### src/rtl/counter_event_fifo.sv
// Logs counter rollover/load events as {type, seq, q} records in a synchronous FIFO.
// Optional COUNTER_EVT_DROPCNT_EN adds a saturating drop_cnt output behind overflow.
module counter_event_fifo #(
  parameter int DEPTH = 8,
  parameter int AW    = 3
) (
  input  logic          clk,
  input  logic          reset,
  input  logic          enable_,
  input  logic [3:0]    Q_,
  input  logic          rco_,
  input  logic          load_,
  input  logic          rd_en,
  output logic [7:0]    dout,
  output logic          dout_valid,
  output logic          empty,
  output logic          full,
  output logic [AW:0]   count,
  output logic          overflow
`ifdef COUNTER_EVT_DROPCNT_EN
  ,
  output logic [7:0]    drop_cnt
`endif
);

  localparam logic [AW:0]   CNT_ONE  = (AW+1)'(1);
  localparam logic [AW:0]   FULL_CNT = (AW+1)'(DEPTH);
  localparam logic [AW-1:0] PTR_ONE  = AW'(1);

  logic [7:0]    mem [DEPTH];
  logic [AW-1:0] wr_ptr;
  logic [AW-1:0] rd_ptr;
  logic [1:0]    seq;
  logic          evt;
  logic [1:0]    evt_type;
  logic          pop_acc;
  logic          push_acc;
  logic          drop;
  logic [AW:0]   count_nxt;

  // Read handshake: rd_en is a request, accepted on any edge where the FIFO is
  // not empty; the record appears on dout with dout_valid high for exactly the
  // following cycle. Requests while empty are ignored and dout holds.
  always_comb begin
    evt       = enable_ & (rco_ | load_);
    evt_type  = {load_, rco_};
    pop_acc   = rd_en & ~empty;
    push_acc  = evt & (~full | pop_acc);
    drop      = evt & full & ~pop_acc;
    count_nxt = count;
    if (push_acc && !pop_acc)      count_nxt = count + CNT_ONE;
    else if (pop_acc && !push_acc) count_nxt = count - CNT_ONE;
  end

  always_ff @(posedge clk) begin
    if (reset) begin
      wr_ptr     <= '0;
      rd_ptr     <= '0;
      seq        <= '0;
      count      <= '0;
      empty      <= 1'b1;
      full       <= 1'b0;
      dout       <= 8'h00;
      dout_valid <= 1'b0;
    end else begin
      dout_valid <= pop_acc;
      if (pop_acc) begin
        dout   <= mem[rd_ptr];
        rd_ptr <= rd_ptr + PTR_ONE;
      end
      if (push_acc) wr_ptr <= wr_ptr + PTR_ONE;
      // seq advances on drops too, so the consumer sees the gap
      if (evt) seq <= seq + 2'd1;
      count <= count_nxt;
      empty <= (count_nxt == '0);
      full  <= (count_nxt == FULL_CNT);
    end
  end

  // At full with a simultaneous pop, wr_ptr == rd_ptr: the old entry is read
  // out on the same edge it is overwritten.
  always_ff @(posedge clk) begin
    if (push_acc && !reset) mem[wr_ptr] <= {evt_type, seq, Q_};
  end

`ifdef COUNTER_EVT_DROPCNT_EN
  always_ff @(posedge clk) begin
    if (reset) drop_cnt <= 8'h00;
    else if (drop && drop_cnt != 8'hFF) drop_cnt <= drop_cnt + 8'd1;
  end

  assign overflow = (drop_cnt != 8'h00);
`else
  always_ff @(posedge clk) begin
    if (reset)     overflow <= 1'b0;
    else if (drop) overflow <= 1'b1;
  end
`endif

endmodule

### config.mk
export PLATFORM = sky130hd
export DESIGN_NAME = counter_event_fifo
export DESIGN_NICKNAME = d
export VERILOG_FILES = /design/src/rtl/counter_event_fifo.sv
export SDC_FILE = /design/constraint.sdc
export NUM_CORES = 1
export LEC_CHECK = 0
export BUFFER_PORTS_ARGS = -buffer_cell sky130_fd_sc_hd__buf_2
export CORE_ASPECT_RATIO = 0.5
export CORE_MARGIN = 2
export CORE_UTILIZATION = 44
export CTS_BUF_LIST = sky130_fd_sc_hd__clkbuf_4
export CTS_CLUSTER_SIZE = 40
export DETAILED_ROUTE_END_ITERATION = 8
export HOLD_SLACK_MARGIN = 0.03
export PLACE_DENSITY = 0.65
export SETUP_SLACK_MARGIN = 0.02
export SYNTH_ARGS = -nofsm -noshare
export SYNTH_HDL_FRONTEND = slang
export SYNTH_SLANG_ARGS = --single-unit
### constraint.sdc
create_clock -name clk -period 4.6 [get_ports clk]
set_input_delay 0.46 -clock clk [delete_from_list [all_inputs] [get_ports clk]]
set_output_delay 0.46 -clock clk [all_outputs]
set_load 0.02 [all_outputs]
== Yosys cells after proc, flatten, opt, wreduce, memory -nomap -nowiden ==
Memory sizes are Yosys's and may differ from the RTL's. A register that Yosys moved wholly into a read port is not among the register bits.
Cells that the tools add are included.

* Memory bits (writable): 64
* Memories kept: 1
* ROM bits: 0
* Flip-flop bits (word level): 16
* Bits in latches: 0
* Bits of input ports: 10
* Logic and storage cells: 36

{| class="wikitable"
|+ Memories
! name !! depth !! width !! read ports !! clocked after Yosys merged registers in !! write ports !! RTL line !! RTL
|-
| mem || 8 || 8 || 1 || 1 || 1 || 30 || <nowiki>logic [7:0] mem [DEPTH];</nowiki>
|}

* Bitwise operators: 10
* Reduce and logical (&&, ||, !) cells: 7
* $lt $le $gt $ge: 0
* Divide/modulo/power cells: 0
* Shift operators: 0
* Multipliers: 0
* Equality and inequality tests: 1
* Add/sub/neg operators: 5
* Multiplexer cells: 4

{| class="wikitable"
|+ Operators with widths
! operator !! count
|-
| $mux W4 || 2
|-
| $add A3 B1 Y3 const B || 2
|-
| $and A1 B1 Y1 || 5
|-
| $add A4 B1 Y4 const B || 1
|-
| $eq A4 B4 Y1 const B || 1
|-
| $logic_not A4 Y1 || 1
|-
| $sub A4 B1 Y4 const B || 1
|-
| $logic_and A1 B1 Y1 || 3
|-
| $logic_not A1 Y1 || 3
|-
| $not A1 Y1 || 3
|-
| $add A2 B1 Y2 const B || 1
|-
| $mux W1 || 2
|-
| $or A1 B1 Y1 || 2
|}

== Longest topological paths before layout ==
* Word-level depth: 9
* Depth in mapped cells: 5
* Mapped depth without buffers: 5

== Worst setup path after synthesis ==
No wires, ideal clock.

* Path kind: register to register
* Start point: reg empty
* End point: mem mem[0][0] (enable)
* Cell stages (with the launch flop): 5
* Library setup time: 395 ps
* Arrival: 1833 ps
* Slack: 2372 ps
* Buffers on the path: 0
* Cells stage by stage: dfxtp_1 > nand2b_2 > a21oi_2 > nand2b_1 > nor4_1

* Cells in the longest elaborated chain, start to end: 7

{| class="wikitable"
|+ Ends and longest elaborated chain
! item !! RTL line !! RTL
|-
| start: declaration || 16 || <nowiki>output logic empty,</nowiki>
|-
| start signal: assignment || 75 || <nowiki>empty <= (count_nxt == '0);</nowiki>
|-
| $not A1 Y1 || 47 || <nowiki>pop_acc = rd_en & ~empty;</nowiki>
|-
| $and A1 B1 Y1 || 47 ||
|-
| $or A1 B1 Y1 || 48 || <nowiki>push_acc = evt & (~full | pop_acc);</nowiki>
|-
| $and A1 B1 Y1 || 48 ||
|-
| $logic_and A1 B1 Y1 || 83 || <nowiki>if (push_acc && !reset) mem[wr_ptr] <= {evt_type, seq, Q_};</nowiki>
|-
| $mux W1 || 83 ||
|-
| $mux W1 (implied by the code) || 83 ||
|-
| end: declaration || 30 ||
|}

No other way between the ends.

== Worst setup path after layout ==
* Start point: reg empty
* End point: mem mem[4][1] (enable)

Same word-level chain as after synthesis.

==> parameters.txt <==
Parameter                              Value

Yosys
  Register area share after synthesis ... 0.685
  Adder and majority cell fraction of the synthesized area ... 0.0143
  Cell area after synthesis ... 3510 um2
  Xor-xnor portion of the synthesized cell area ... 0.0221
  Post-Synthesis Mean Instance Area ... 16.8 um2
  Post-synthesis async set-or-reset flop share ... 0
  Post-synthesis share of cell area spent on and, or, nand and nor gates ... 0.0731
  Primary flip-flop cell chosen by synthesis mapping ... sky130_fd_sc_hd__edfxtp_1
  Main combinational cell family by area after synthesis ... multiplexers
  Post-Syn Nets ... 223
  Cell variety after synth ... 37
  Number of synthesized flops with an enable pin ... 64
  Post-synthesis instance total ... 209
  Share of synthesized area spent on multiplexers ... 0.131
  Count of warnings emitted by yosys ... 0
  Compound-gate portion of the synthesized area ... 0.0531
  Number of synthesized register bits ... 88

Timing
  Total negative slack for setup checks ... 0 ns
  Post-layout min period ... 2.35 ns
  Worst clock skew ... 0.0103 ns
  PnR worst setup slack ... 2.25 ns
  Worst slew margin relative to its limit ... 0.175
  Number of slew-limit violations in the final report ... 0
  Final number of setup-violating endpoints ... 0
  Transition time of the tightest slew-check pin ... 1.23 ns
  Fin. Hold Viols ... 0
  Setup repair after global routing missed its margin ... false
  Share of the clock period used by the worst path after layout ... 0.511
  Top achievable clock speed ... 426 MHz

Finish
  Non-Filler Instances ... 351
  Commonest non-fill, non-tap cells in the layout ... sky130_fd_sc_hd__edfxtp_1, sky130_fd_sc_hd__buf_2, sky130_fd_sc_hd__nor2_1, sky130_fd_sc_hd__dfxtp_1, sky130_fd_sc_hd__mux4_2
  Number of diodes ... 0
  Finished Core Util ... 0.520
  Share of post-route cells with drive strength above 1 ... 0.292
  Layout-stage area growth over the synthesis result ... 11.4%
  Leading cell type in the layout, fill and taps excluded ... sky130_fd_sc_hd__edfxtp_1
  Net count reported at finish ... 252

Critical path
  Start-to-end type of the worst setup path ... flip-flop to flip-flop
  Nature of the critical path endpoint ... flip-flop
  Startpoint kind of the worst setup timing path ... flip-flop
  CP Data Arrival Time ... 2.41 ns
  R2r startpoint ... empty$_SDFF_PP1_
  Worst endpoint required time ... 4.66 ns
  Largest fanout of any net on the critical path ... 8
  Launch point of the critical path ... empty$_SDFF_PP1_

Placement
  Global placement routability congestion ... 0.779
  Cell count after placement ... 335
  Input/output buffers ... 25
  Pre-CTS worst setup slack ... 2.07 ns
  HPWL after detailed placement ... 4.02 mm

Min path
  Classification of the worst-slack hold path ... input port to flip-flop
  HP Start ... Q_[2]

Clocking
  Cells resized by post-CTS repair ... 0
  TritonCTS clock tree ... done
  Number of buffers added by the clock tree synthesis step ... 9
  Clock tree sinks ... 88
  Post-CTS clock slew at the launch and capture registers of the worst setup and hold paths ... 0.13 ns
  Clock buffer depth ... 2
  CTS H-Tree Depth ... 3
  Hold-fix buffers, CTS ... 0
  Clock insertion delay at the later pin of the skew report ... 0.44 ns
  Clock Root Buffer ... sky130_fd_sc_hd__clkbuf_4
  Total setup buffers inserted after CTS ... 0

Outcome
  Status ... finished clean

Die
  Starting density of the core ... 0.467
  I/O pin count ... 26
  Std-Cell Rows ... 22
  Area of the die ... 8750 um2
  Die height ... 67.1 um
  X dimension of the die ... 130 um
  Placeable core region ... 7510 um2

Drt
  Drt total wl ... 6.21 mm
  Number of routed nets with antenna violations ... 0
  Wirelength per Cell ... 17.7 um
  DR iter-0 viols ... 127
  Via count of the routed design ... 1829
  Drt pass-1 iters ... 5
  Via-per-instance ratio ... 5.21
  DRC errors left ... 0

Global routing
  Via count of the first global-routing pass ... 1934
  Global routing usage summed across all routing layers ... 0.167
  Total grt overflow ... 0
  First-pass GRT wire length ... 10.1 mm
  Maximum number of pins on one net before global-route repair ... 30
  Number of antenna violations at the first check in global routing ... 0

Power
  Static power due to leakage ... 1.30 nW
  VDD IR-drop max ... 0.263 mV
  Cell area power density ... 445 nW/um2

Job
  Max-cap violations ... 0
## stage by stage
stage	area, um2	power (mW)	hold WS (ns)
after floorplan	3510	1.16	0.495
after global placement	3720	1.22	0.467
after detailed placement	3720	1.23	0.458
after CTS	3910	1.76	0.260
after global routing	3910	1.82	0.257
final	3910	1.74	0.291
## metal layers
layer | global-route usage | part of all wire | up-vias
li1 | - | - | 867
met1 | 0.209 | 0.46 | 904
met2 | 0.269 | 0.48 | 51
met3 | 0.0729 | 0.055 | 7
met4 | 0.0524 | 0.010 | 0
met5 | 0 | 0 | -
## flip-flops by register name, summed over array words and instances, names as in the netlist
signal and cells:
seq 2, count 4, rd_ptr 3, overflow 1
wr_ptr 3, empty 1, dout_valid 1, full 1
dout 8, mem 64
## power breakdown
group | switching [mW] | internal [mW]
clock network | 0.255 | 0.276
registers | 0.0331 | 0.889
logic | 0.158 | 0.128
total | 0.446 | 1.29
## synthesized netlist by cell type (4+ instances only)
master                      n  area, um2
sky130_fd_sc_hd__a211oi_1   8       60.1
sky130_fd_sc_hd__buf_2      5       25.0
sky130_fd_sc_hd__dfxtp_1   24        480
sky130_fd_sc_hd__edfxtp_1  64       1920
sky130_fd_sc_hd__ha_1       4       50.1
sky130_fd_sc_hd__mux2i_1   10        100
sky130_fd_sc_hd__mux4_2    16        360
sky130_fd_sc_hd__nand2_1    6       22.5
sky130_fd_sc_hd__nor2_1    24       90.1
sky130_fd_sc_hd__nor3_1     5       25.0
sky130_fd_sc_hd__xor2_1     4       35.0
## worst paths after layout
kind / endpoint / slack [ns] / depth (start not counted)
worst min register to register: overflow$_SDFFE_PP0P_ / 0.49 / 2
worst max register to register: mem[4][1]$_DFFE_PP_ / 2.25 / 4
worst min-delay path: mem[7][2]$_DFFE_PP_ / 0.29 / 1
worst max-delay path: mem[4][1]$_DFFE_PP_ / 2.25 / 4
## cell families (layout without fill, tap and decap cells)
kind of cell	after synthesis	in the layout
AOI/OAI and AO/OA	23	23
adders and majority gates	4	4
xor gates and xnor gates	8	8
DFF	88	88
buffers and inverters	12	46
and+or+nand+nor	48	48
muxes	26	26
## worst max-delay path, cell delays in order (launching register included)
cell	delay, ns
sky130_fd_sc_hd__dfxtp_1	0.34
sky130_fd_sc_hd__nand2b_2	0.24
sky130_fd_sc_hd__a21oi_2	0.31
sky130_fd_sc_hd__nand2b_1	0.13
sky130_fd_sc_hd__nor3_1	0.95
## final cells by class
class                   count  area, um2
multi-input cells         109       1030
well taps                 108        135
inverters                   2       7.51
flip-flops and latches     88       2400
fillers                   628       3600
repair buffers             28        148
clock buffers               9       67.6
clock inverters             7        119
No activity file was read; power rests on OpenSTA's default activity.
